===== src/rtl/shift_pin_sout_sync_pkg.sv =====
// Shared types and defaults for the TI-to-Pi serial transmitter.
package shift_pin_sout_sync_pkg;

  // Transmitter state; IDLE is only reachable through reset.
  typedef enum logic [1:0] {
    StIdle  = 2'd0,
    StShift = 2'd1,
    StDone  = 2'd2
  } tx_state_t;

  localparam int unsigned DefaultWidth      = 8;
  localparam int unsigned DefaultSyncStages = 2;

endpackage


===== src/rtl/tipi_sync_edge.sv =====
// Multi-flop synchroniser for an asynchronous Pi-side strobe, with rising-edge detect.
module tipi_sync_edge #(
  parameter int unsigned SYNC_STAGES = 2
) (
  input  logic clk,
  input  logic reset,
  input  logic async_in,
  output logic level,
  output logic rise
);

  logic [SYNC_STAGES-1:0] sync_q;
  logic                   prev_q;

  // Synchroniser chain plus one history flop for edge detection.
  always_ff @(posedge clk or posedge reset) begin
    if (reset) begin
      sync_q <= '0;
      prev_q <= 1'b0;
    end else begin
      sync_q <= {sync_q[SYNC_STAGES-2:0], async_in};
      prev_q <= sync_q[SYNC_STAGES-1];
    end
  end

  // Synchronised level and one-clk pulse on its 0->1 transition.
  always_comb begin
    level = sync_q[SYNC_STAGES-1];
    rise  = sync_q[SYNC_STAGES-1] & ~prev_q;
  end

endmodule


===== src/rtl/shift_pin_sout_sync.sv =====
// Parallel-in, serial-out TI-to-Pi transmitter. The TI side fills a holding register; the Pi
// side latches it into the shifter and clocks it out MSB first using asynchronous strobes.
module shift_pin_sout_sync
  import shift_pin_sout_sync_pkg::*;
#(
  parameter int unsigned WIDTH       = DefaultWidth,
  parameter int unsigned SYNC_STAGES = DefaultSyncStages
) (
  input  logic             clk,
  input  logic             reset,
  input  logic [WIDTH-1:0] din,
  input  logic             din_valid,
  input  logic             sclk,
  input  logic             select,
  input  logic             le,
  output logic             dout,
  output logic             parity,
  output logic             hold_full,
  output logic             busy,
  output logic             overrun,
  output logic             underrun
);

  localparam int unsigned CntW = $clog2(WIDTH + 1);

  logic sclk_level_unused;
  logic sclk_rise;
  logic select_sync;
  logic select_rise_unused;
  logic le_sync;
  logic le_rise_unused;

  tipi_sync_edge #(
    .SYNC_STAGES(SYNC_STAGES)
  ) u_sync_sclk (
    .clk     (clk),
    .reset   (reset),
    .async_in(sclk),
    .level   (sclk_level_unused),
    .rise    (sclk_rise)
  );

  tipi_sync_edge #(
    .SYNC_STAGES(SYNC_STAGES)
  ) u_sync_select (
    .clk     (clk),
    .reset   (reset),
    .async_in(select),
    .level   (select_sync),
    .rise    (select_rise_unused)
  );

  tipi_sync_edge #(
    .SYNC_STAGES(SYNC_STAGES)
  ) u_sync_le (
    .clk     (clk),
    .reset   (reset),
    .async_in(le),
    .level   (le_sync),
    .rise    (le_rise_unused)
  );

  tx_state_t        state_q, state_d;
  logic [WIDTH-1:0] shift_q, shift_d;
  logic [WIDTH-1:0] hold_q, hold_d;
  logic [CntW-1:0]  cnt_q, cnt_d;
  logic             hold_full_q, hold_full_d;
  logic             parity_q, parity_d;
  logic             overrun_q, overrun_d;
  logic             underrun_q, underrun_d;

  logic shift_evt;
  logic load_evt;

  // Qualify synchronised shift-clock rises with select; le turns a shift into a load.
  always_comb begin
    shift_evt = sclk_rise & select_sync;
    load_evt  = shift_evt & le_sync;
  end

  // Next-state logic for the holding register, shifter, FSM and sticky error flags.
  always_comb begin
    state_d     = state_q;
    shift_d     = shift_q;
    hold_d      = hold_q;
    cnt_d       = cnt_q;
    hold_full_d = hold_full_q;
    parity_d    = parity_q;
    overrun_d   = overrun_q;
    underrun_d  = underrun_q;

    if (load_evt) begin
      // An empty holding register sends zeros rather than a stale byte.
      shift_d     = hold_full_q ? hold_q : '0;
      parity_d    = hold_full_q ? ^hold_q : 1'b0;
      cnt_d       = CntW'(WIDTH);
      state_d     = StShift;
      hold_full_d = 1'b0;
      if (!hold_full_q) underrun_d = 1'b1;
    end else if (shift_evt) begin
      shift_d = {shift_q[WIDTH-2:0], 1'b0};
      if (state_q == StShift) begin
        cnt_d = cnt_q - CntW'(1);
        if (cnt_q == CntW'(1)) state_d = StDone;
      end else begin
        underrun_d = 1'b1;
      end
    end

    // A write concurrent with a load refills the register just emptied, so no overrun.
    if (din_valid) begin
      hold_d      = din;
      hold_full_d = 1'b1;
      if (hold_full_q && !load_evt) overrun_d = 1'b1;
    end
  end

  // State registers; reset aborts any transfer in progress.
  always_ff @(posedge clk or posedge reset) begin
    if (reset) begin
      state_q     <= StIdle;
      shift_q     <= '0;
      hold_q      <= '0;
      cnt_q       <= '0;
      hold_full_q <= 1'b0;
      parity_q    <= 1'b0;
      overrun_q   <= 1'b0;
      underrun_q  <= 1'b0;
    end else begin
      state_q     <= state_d;
      shift_q     <= shift_d;
      hold_q      <= hold_d;
      cnt_q       <= cnt_d;
      hold_full_q <= hold_full_d;
      parity_q    <= parity_d;
      overrun_q   <= overrun_d;
      underrun_q  <= underrun_d;
    end
  end

  // Outputs are direct register views.
  always_comb begin
    dout      = shift_q[WIDTH-1];
    parity    = parity_q;
    hold_full = hold_full_q;
    busy      = (state_q == StShift);
    overrun   = overrun_q;
    underrun  = underrun_q;
  end

endmodule


===== config.mk =====
export PLATFORM = sky130hd
export DESIGN_NAME = shift_pin_sout_sync
export DESIGN_NICKNAME = d
export VERILOG_FILES = /design/src/rtl/shift_pin_sout_sync_pkg.sv /design/src/rtl/tipi_sync_edge.sv /design/src/rtl/shift_pin_sout_sync.sv
export SDC_FILE = /design/constraint.sdc
export NUM_CORES = 1
export LEC_CHECK = 0
export ABC_CLOCK_PERIOD_IN_PS = 1600
export CAP_MARGIN = 25
export CORE_AREA = 10 10 64 66
export DETAILED_ROUTE_END_ITERATION = 10
export DIE_AREA = 0 0 74 76
export GPL_ROUTABILITY_DRIVEN = 0
export GPL_TIMING_DRIVEN = 1
export PLACE_DENSITY_LB_ADDON = 0.3
export SETUP_SLACK_MARGIN = 0.02
export SLEW_MARGIN = 10
export SYNTH_ARGS = -nofsm -noshare
export SYNTH_HDL_FRONTEND = slang
export SYNTH_HIERARCHICAL = 1
export SYNTH_SLANG_ARGS = --single-unit

===== constraint.sdc =====
create_clock -name clk -period 1.6 [get_ports clk]
set_clock_uncertainty 0.15 [all_clocks]
set_input_delay 0.16 -clock clk [delete_from_list [all_inputs] [get_ports clk]]
set_output_delay 0.16 -clock clk [all_outputs]
set_load 0.1 [all_outputs]

==> flow_metrics.tcl <==
set metrics [dict create \
    grt_max_degree 22 \
    die_y_um 76 \
    dpl.hpwl_um 2150 \
    layout.nets 164 \
    grtUsageTotal_pct 11.1 \
    initial_core_util_pct 47.3 \
    finalHoldViolCount 0 \
    grt_overflow_total 0 \
    reg2reg_from "hold_full" \
    worstPathRequired_ps 1290 \
    layout_setup_ws_ps 101 \
    die_area_mm2 0.00562 \
    wl_um 2850 \
    grt_pass1_wl_um 4970 \
    finalCritPeriodShare_pct 93.7 \
    clk_pin_slew_ps 100 \
    min_period_ps 1500 \
    antenna_found_initial 0 \
    port_buffers 19 \
    avgSynthCellArea_um2 11.4 \
    finalSetupViolations 0 \
    hold_depth 1 \
    worst-endpoint-arrival_ps 1190 \
    io_pins 20 \
    clock_sink_count 33 \
    routed_via_density 5.40 \
    cts_buffer_depth 2 \
    slowest_stage "dfrtp_1" \
    first_global_vias 1059 \
    final_util_pct 60.9 \
    root_buffer "clkbuf_4" \
    rows 20 \
    syn_inst 122 \
    r2r-end "shift_q[3]" \
    die_w_um 74 \
    clk_latency_ps 320 \
    route.antenna.remaining_nets 0 \
    drt-initial-drc-count 59 \
    path_max_fanout 5 \
    cts_tree "done" \
    worstMarginPinSlew_ps 421 \
    drcViolationCount 0 \
    worst_slew_margin_rel_pct 71.8 \
    syn2layout_area_growth_pct 28.8 \
    core_mm2 0.00293 \
    p_per_area_mw_per_mm2 1420 \
    fmax_mhz 667 \
    numCtsBuffers 5 \
    critPathCaptureType "primary output" \
    cts-htree-levels 2 \
    hold_path_end "u_sync_le/sync_q[0]" \
    antennaDiodeCount 0 \
    num_vias 982 \
    nFillCells 233 \
    firstDrtPassIters 4 \
    drive_gt1_share_pct 22.1 \
    slowest_delay_ps 410 \
    ir_drop_mv 1.32 \
    syn_area_mm2 0.00139 \
    synth_fp_nets 138 \
    dp_slack_ps 48.1 \
    yosysWarningCount 6 \
    crit_path_start_kind "flop" \
    hold_path.startpoint "le" \
    hold_path_class "in2reg" \
    rsz0062_at_grt "no" \
    crit_type "reg2out" \
    r2r_setup_slack_ps 140 \
    reg2reg_depth 3 \
    outcome "completed" \
    leakagePower_nw 0.788 \
    crit_chain "nand2b_4, clkinvlp_4, buf_12" \
    wl_per_cell_um 15.7 \
    slew_violations 0 \
    tns_ps 0 \
    drv_cap 0 \
]
[sequential cells by signal, summed over array words and instances, names as in the netlist]
signal and cells:
cnt_q 4, hold_q 8, u_sync_select/sync_q 2, overrun 1, hold_full 1, u_sync_sclk/sync_q 2
underrun 1, u_sync_le/sync_q 2, state_q 2, parity 1, shift_q 8, u_sync_sclk/prev_q 1
[through the flow]
| step | power [mW] | hold slack [ps] | area [µm²] | std cells |
|---|---|---|---|---|
| floorplan | 1.76 | -249 | 1400 | 122 |
| detailed placement | 2.10 | 185 | 1710 | 172 |
| CTS | 2.55 | 106 | 1770 | 181 |
| finish | 2.54 | 127 | 1780 | 182 |
| global placement | 2.06 | 184 | 1710 | 172 |
| global route | 2.69 | 107 | 1780 | 182 |
[critical path, delay by kind of cell, from the launching register on]
kind	cells	cell delay (ps)
buf+inv	2	270
flops	1	410
simple gates	1	170
[power breakdown]
group	internal, mW	switching, mW	leakage (nW)
clock network	0.167	0.261	0.0320
registers	0.985	0.148	0.384
logic	0.406	0.571	0.372
total	1.56	0.980	0.788
[final cells by class]
cell class              instances  area, µm²  share of cell area (%)
clock buffers                   6       41.3                    2.31
flip-flops and latches         33        830                    46.5
clock inverters                 2       10.0                   0.561
well taps                      33       41.3                    2.31
inverters                       9       37.5                    2.10
repair buffers                 25        310                    17.4
multi-input cells              74        514                    28.8
[cell usage in the layout (no fill, tap or decap), types with 3 or more instances in the layout]
cell             count
dfrtp_1             32
nor2_1              15
clkdlybuf4s50_1     13
inv_1                8
mux2_2               8
nand2_1              7
buf_12               7
a221oi_1             6
xnor2_1              6
clkbuf_4             5
buf_4                4
a21oi_1              3
o21ai_0              3
nand3_1              3
nor3_1               3
[worst max-delay path by stage]
stage	startpoint	end	slack (ps)	depth (start not counted)
final	state_q[1]	busy	100	3
after global routing	hold_full	shift_q[4]	30	3
after CTS	state_q[1]	busy	50	3
after detailed placement	din_valid	hold_q[6]	50	2
after global placement	din_valid	hold_q[3]	90	2
after floorplan	state_q[0]	cnt_q[1]	2	5
[timing repair]
action / 4_1_cts / 5_1_grt
hold buffers: 1 / 0
gates resized for setup: 0 / 1
setup buffers: 0 / 1
endpoints found under the setup margin: 0 / 2
endpoints found under the hold margin: 12 / 0
[metal layers]
metal | vias to the layer above | track usage, % | share of wire, %
met5 | - | 0 | 0
met4 | 0 | 5.60 | 1.5
met3 | 6 | 4.30 | 4.9
met2 | 22 | 16.7 | 48
met1 | 482 | 13.3 | 45
li1 | 472 | - | -
Power figures use the tool's default switching activity.
